### src/rtl/bridge_1x3.sv
// rtl/bridge_1x3.sv - 1:3 sram-like data request router with single-outstanding tracking and response watchdog
module bridge_1x3 #(
  parameter logic [31:0] S1_BASE  = 32'h1FAF_0000,
  parameter logic [31:0] S1_MASK  = 32'hFFFF_0000,
  parameter logic [31:0] S2_BASE  = 32'h1FC0_0000,
  parameter logic [31:0] S2_MASK  = 32'hFFF0_0000,
  parameter int unsigned TIMEOUT  = 255,
  parameter logic [31:0] ERR_DATA = 32'hDEAD_BEEF
) (
  input  logic        clk,
  input  logic        rst,
  input  logic        cpu_req,
  input  logic        cpu_wr,
  input  logic [1:0]  cpu_size,
  input  logic [31:0] cpu_addr,
  input  logic [31:0] cpu_wdata,
  output logic        cpu_addr_ok,
  output logic        cpu_data_ok,
  output logic [31:0] cpu_rdata,
  output logic        cpu_err,
  output logic        s0_req,
  output logic        s0_wr,
  output logic [1:0]  s0_size,
  output logic [31:0] s0_addr,
  output logic [31:0] s0_wdata,
  input  logic        s0_addr_ok,
  input  logic        s0_data_ok,
  input  logic [31:0] s0_rdata,
  output logic        s1_req,
  output logic        s1_wr,
  output logic [1:0]  s1_size,
  output logic [31:0] s1_addr,
  output logic [31:0] s1_wdata,
  input  logic        s1_addr_ok,
  input  logic        s1_data_ok,
  input  logic [31:0] s1_rdata,
  output logic        s2_req,
  output logic        s2_wr,
  output logic [1:0]  s2_size,
  output logic [31:0] s2_addr,
  output logic [31:0] s2_wdata,
  input  logic        s2_addr_ok,
  input  logic        s2_data_ok,
  input  logic [31:0] s2_rdata
);

  localparam int unsigned WD_BITS = $clog2(TIMEOUT + 1);
  localparam int WDW = (WD_BITS > 8) ? WD_BITS : 8;

  typedef enum logic {IDLE, WAIT} state_t;

  state_t         state_q, state_d;
  logic [1:0]     sel_q, sel_d, sel;
  logic [WDW-1:0] wdog_q, wdog_d;
  logic           sel_addr_ok, resp_ok, timeout_hit;
  logic [31:0]    resp_rdata;

  assign {s0_wr, s1_wr, s2_wr}          = {3{cpu_wr}};
  assign {s0_size, s1_size, s2_size}    = {3{cpu_size}};
  assign {s0_addr, s1_addr, s2_addr}    = {3{cpu_addr}};
  assign {s0_wdata, s1_wdata, s2_wdata} = {3{cpu_wdata}};

  // Boot ROM window wins over the config window if they ever overlap.
  always_comb begin
    sel = 2'd0;
    if ((cpu_addr & S2_MASK) == S2_BASE)      sel = 2'd2;
    else if ((cpu_addr & S1_MASK) == S1_BASE) sel = 2'd1;
  end

  always_comb begin
    sel_addr_ok = s0_addr_ok;
    case (sel)
      2'd1:    sel_addr_ok = s1_addr_ok;
      2'd2:    sel_addr_ok = s2_addr_ok;
      default: sel_addr_ok = s0_addr_ok;
    endcase
    resp_ok    = s0_data_ok;
    resp_rdata = s0_rdata;
    case (sel_q)
      2'd1: begin resp_ok = s1_data_ok; resp_rdata = s1_rdata; end
      2'd2: begin resp_ok = s2_data_ok; resp_rdata = s2_rdata; end
      default: begin resp_ok = s0_data_ok; resp_rdata = s0_rdata; end
    endcase
  end

  assign timeout_hit = (TIMEOUT != 0) && (wdog_q == WDW'(TIMEOUT));

  always_comb begin
    state_d     = state_q;
    sel_d       = sel_q;
    wdog_d      = wdog_q;
    s0_req      = 1'b0;
    s1_req      = 1'b0;
    s2_req      = 1'b0;
    cpu_addr_ok = 1'b0;
    cpu_data_ok = 1'b0;
    cpu_rdata   = 32'h0;
    cpu_err     = 1'b0;
    case (state_q)
      IDLE: begin
        s0_req      = cpu_req & (sel == 2'd0);
        s1_req      = cpu_req & (sel == 2'd1);
        s2_req      = cpu_req & (sel == 2'd2);
        cpu_addr_ok = cpu_req & sel_addr_ok;
        if (cpu_addr_ok) begin
          sel_d   = sel;
          wdog_d  = '0;
          state_d = WAIT;
        end
      end
      WAIT: begin
        // The forced error wins even if the owner answers on that very cycle.
        if (timeout_hit) begin
          cpu_data_ok = 1'b1;
          cpu_rdata   = ERR_DATA;
          cpu_err     = 1'b1;
          state_d     = IDLE;
        end else if (resp_ok) begin
          cpu_data_ok = 1'b1;
          cpu_rdata   = resp_rdata;
          state_d     = IDLE;
        end else if (TIMEOUT != 0) begin
          wdog_d = wdog_q + 1'b1;
        end
      end
      default: state_d = IDLE;
    endcase
  end

  always_ff @(posedge clk) begin
    if (rst) begin
      state_q <= IDLE;
      sel_q   <= 2'd0;
      wdog_q  <= '0;
    end else begin
      state_q <= state_d;
      sel_q   <= sel_d;
      wdog_q  <= wdog_d;
    end
  end

endmodule

### config.mk
export PLATFORM = sky130hd
export DESIGN_NAME = bridge_1x3
export DESIGN_NICKNAME = d
export VERILOG_FILES = /design/src/rtl/bridge_1x3.sv
export SDC_FILE = /design/constraint.sdc
export NUM_CORES = 1
export LEC_CHECK = 0
export CORE_AREA = 5 5 157 159
export DETAILED_ROUTE_END_ITERATION = 10
export DIE_AREA = 0 0 162 164
export GPL_ROUTABILITY_DRIVEN = 0
export PLACE_DENSITY = 0.46
export SLEW_MARGIN = 20
export SYNTH_ARGS = -nofsm -noshare
export SYNTH_HDL_FRONTEND = slang
export SYNTH_SLANG_ARGS = --single-unit
### constraint.sdc
create_clock -name clk -period 4.3 [get_ports clk]
set_input_delay 0.645 -clock clk [delete_from_list [all_inputs] [get_ports clk]]
set_output_delay 0.645 -clock clk [all_outputs]
set_load 0.05 [all_outputs]
# Word-level counts from Yosys, hierarchy flattened
# Index checks and enable logic that the tools add are counted.
[word_totals]
reg_bits = 11
n_memories = 0
latch_bits = 0
output_inout_bits = 239
mem_bits_ro = 0
input_bits = 172
ram_bits = 0
[op_classes]
n_lt_le_gt_ge = 0
n_bitwise = 5
addsub = 1
shift = 0
reduce_logical = 3
mul = 0
div_mod_pow = 0
n_mux = 25
n_eq_ne = 10
[op_table]
columns = ["operator", "n"]
rows = [
  ["2-to-1 mux 32 bit", 3],
  ["case mux 32 bit (2 select lines)", 1],
  ["2-to-1 mux 8 bit", 3],
  ["equality test 16 x 13 -> 1 bit (second input constant)", 1],
  ["case mux 8 bit (2 select lines)", 1],
  ["2-to-1 mux 1 bit", 13],
  ["equality test 12 x 9 -> 1 bit (second input constant)", 1],
  ["adder 8 x 1 -> 8 bit (second input constant)", 1],
  ["equality test 8 bit (second input constant)", 1],
  ["inequality test 2 bit (second input constant)", 3],
  ["case mux 1 bit (2 select lines)", 3],
  ["AND 1 bit", 4],
  ["equality test 2 x 1 -> 1 bit (second input constant)", 2],
  ["equality test 2 bit (second input constant)", 2],
  ["AND reduction 3 bit", 1],
  ["zero test 2 bit", 1],
  ["2-to-1 mux 2 bit", 1],
  ["AND reduction 2 bit", 1],
  ["inverter 1 bit", 1],
]

# Longest topological paths before layout
[depth]
depth_word = 8
ltp_mapped = 8
ltp_nobuf = 7

# Worst setup path after synthesis
# OpenSTA, ideal clock, no wires.
[synth_timing]
kind = "flip-flop to output port"
startpoint = "reg sel_q[0]"
endpoint = "out cpu_rdata[30]"
arrival_time_ps = 2427
stages_incl_launch_ff = 7
required_ps = 3655
path_slack_ps = 1228
cell_sequence = "dfxtp_1 > inv_1 > ha_1 > clkbuf_1 > buf_1 > a21oi_1 > o21ai_0"
[synth_via]
elab_chain_cells = 5
word_cells_on_any_way = 7
[synth_rtl]
columns = ["item", "line_no", "source"]
rows = [
  ["start: declaration", "53", "logic [1:0] sel_q, sel_d, sel;"],
  ["start signal: assignment", "137", "sel_q <= sel_d;"],
  ["equality test 2 bit or equality test 2 x 1 -> 1 bit (tied branches)", "79", "case (sel_q)"],
  ["case mux 32 bit (2 select lines) or case mux 1 bit (2 select lines) (tied branches)", "79", ""],
  ["2-to-1 mux 32 bit (*)", "118", "end else if (resp_ok) begin"],
  ["2-to-1 mux 32 bit (*)", "113", "if (timeout_hit) begin"],
  ["2-to-1 mux 32 bit (*)", "99", "case (state_q)"],
  ["end: declaration", "19", "output logic [31:0] cpu_rdata,"],
]
# Mark *: on every way between the ends. The rest lies on a longest branch, timed or not.

# Worst setup path in the final report
[layout_timing]
startpoint = "in cpu_addr[31]"
endpoint = "out s2_req"
[layout_via]
elab_chain_cells = 6
word_cells_on_any_way = 7
[layout_rtl]
columns = ["item", "line_no", "source"]
rows = [
  ["start: declaration", "15", "input logic [31:0] cpu_addr,"],
  ["equality test 16 x 13 -> 1 bit", "67", "else if ((cpu_addr & S1_MASK) == S1_BASE) sel = 2'd1;"],
  ["2-to-1 mux 1 bit", "67", ""],
  ["2-to-1 mux 2 bit (*)", "66", "if ((cpu_addr & S2_MASK) == S2_BASE) sel = 2'd2;"],
  ["equality test 2 bit (*)", "103", "s2_req = cpu_req & (sel == 2'd2);"],
  ["AND 1 bit (*)", "103", ""],
  ["2-to-1 mux 1 bit (*)", "99", ""],
  ["end: declaration", "37", "output logic s2_req,"],
]
# Marked as above.

==> out/summary.txt <==
Final Slew Violations: 0
CP Capture Type: primary output
leak pwr: 1.42 nW
worst path buffer plus inverter count: 2
routed vias/inst: 3.75
post-cts resize count: 0
Tightest Pin Transition: 0.916 ns
H-Tree Depth: 1
dpl hpwl: 10800 microns
Setup crit start kind: primary input
CP max stage delay: 0.84 ns
Ys Warns: 0
die width: 162 microns
Root Buffer: clkbuf_16
Clk pwr share: 26.6%
Initial Utilization: 13.4%
total power: 0.649 mW
Final ANT Viol Nets: 0
main flop type after synthesis: dfxtp_1
Reg clk slew, reported paths: 0.04 ns
max-cap viol count: 0
fin cells: 727
pre-CTS setup slack: 0.591 ns
worst relative slew slack: 38.9%
first-pass GRT wire length: 18700 microns
layout cells sized above 1: 11.7%
worst-path cell with the longest stage delay: clkdlybuf4s50_1
synthesized area per cell: 6.96 sq um
PwrDens: 149 nW/um^2
final setup fails: 0
total grt overflow: 0
unrepaired setup endpoints after global routing: false
IO Count: 411
DRC errors left: 0
Final Hold Fails: 0
EDFF count, synth: 0
Comb power frac: 57.0%
Placed Cells incl. Taps: 722
crit share post-route: 85.7%
Seq/Total Area, Yosys: 7.10%
GRT Util Overall: 9.16%
largest net degree at the start of global routing: 38
critical path type: primary input to primary output
Fmax: 271 MHz
CTS tree: built
cts hold-fix bufs: 0
CP max FO: 6
Reg power frac: 16.4%
worst setup margin: 0.613 ns
commonest non-fill, non-tap cell in the layout: clkdlybuf4s50_1
initial antenna violation count: 1
CP delay by family, top: buffers and inverters
CP most frequent cell: clkdlybuf4s50_1
Final min period: 3.69 ns
1st-pass router iterations: 4
peak supply drop: 0.000106 V
via count: 2727
postcts setup bufs: 0
area grow syn2layout: 40.0%
commonest cells after routing, fill and taps aside: clkdlybuf4s50_1 (173), a21oi_1 (42), nor2_1 (42)
crit path cell chain: clkdlybuf4s50_1, or2_1, or3_1, nand2b_1, nor2_1, clkdlybuf4s50_1
sw frac: 36.9%
Starting DRT DRC Count: 138
final net count: 612
post-route cell area: 4350 sq um
status: complete, no violations
Row Count: 56
Yosys reg bits: 11
Data required, critical path: 3.65 ns
syn_nets: 621
post-layout util: 18.8%
core area: 23100 sq um
Port Buffers: 206
Post-Syn Area: 3100 sq um
CTS max path bufs: 2
P_int: 0.410 mW
number of global-route vias before repair: 2937
Sink Count: 11
switching power of the nets: 0.239 mW
worst hold slack: 0.479 ns
Worst Hold Class: flop to flop
CTS buffer count: 3
Fin Clk Skew: 0.00664 ns
Total Wirelength: 13300 microns
unique cell type count in the Yosys netlist: 40
die area: 26600 sq um
drt wl/cell: 18.2 microns
dpl cell area: 4260 sq um
setup TNS: 0 ns
post-synthesis async set-or-reset flop share: 0%
Arr. time, crit path: 3.04 ns
Cells after Synth: 446
Worst-Skew Late Latency: 0.24 ns
Die Y: 164 microns
## state kept, by name, indices dropped and copies added (netlist names)
signal,flops
sel_q,2
state_q,1
wdog_q,8
## power by group through the flow
stage,combinational [mW],sequential [mW],clock (mW)
CTS,0.375,0.106,0.176
finish,0.370,0.106,0.172
floorplan,0.577,0.107,0
global route,0.388,0.107,0.186
detailed placement,0.373,0.108,0
global placement,0.374,0.108,0
## final timing paths
check          startpoint   endpoint  slack [ns]  cells after the start
min reg2reg     wdog_q[6]  wdog_q[6]        0.48                      2
max reg2reg      sel_q[0]  wdog_q[5]        1.71                      9
min             wdog_q[6]  wdog_q[6]        0.48                      2
max          cpu_addr[31]     s2_req        0.61                      6
## worst reg2reg max path, delay by kind of cell (launching register included)
kind	cells	cell delay, ns
AO/OA/AOI/OAI	2	0.67
adder cells (fa/ha/maj)	1	0.34
buffers and inverters	3	0.74
flip-flops	1	0.35
multiplexers	1	0.23
AND/OR/NAND/NOR	2	0.19
## cells in the mapped netlist (all sizes together) (2+ instances only)
cell type  count  area, sq um
buf          209         1570
a21oi         43          219
nor2          42          158
a22oi         32          240
o21ai         24          120
clkbuf        17         63.8
nand3         14         70.1
dfxtp         11          220
nand3b         7         65.1
mux2i          6         60.1
nand2          5         18.8
inv            4         15.0
nand2b         4         25.0
ha             3         37.5
nand4b         3         26.3
nor2b          3         26.3
a211o          2         18.8
and4           2         17.5
nand4          2         12.5
or2            2         12.5
## metal layers
layer  vias to the layer above  track usage [%]  share of wire (%)
li1                       1296                -                  -
met1                      1159             8.73                 32
met2                       249             16.5                 51
met3                        23             5.87                 15
met4                         0             2.42                2.6
met5                         -                0                  0
## logic make-up (layout without fill, tap and decap cells)
logic type	count (synthesis)	in the layout	share of synthesized area [%]
adder cells (fa/ha/maj)	3	3	1.21
other	0	1	0
flip-flops	11	11	7.10
multiplexers	6	6	1.94
AO/OA/AOI/OAI	109	109	22.1
AND/OR/NAND/NOR	87	87	14.6
buffers and inverters	230	220	53.1
## cell type report
class / instances / area (sq um)
Inverter: 4 / 15.0
Multi-Input combinational cell: 205 / 1240
Clock buffer: 4 / 78.8
Fill cell: 2565 / 18800
Antenna cell: 1 / 2.50
Tap cell: 290 / 363
Timing Repair Buffer: 212 / 2420
Sequential cell: 11 / 220
(Power assumes the default switching activity.)
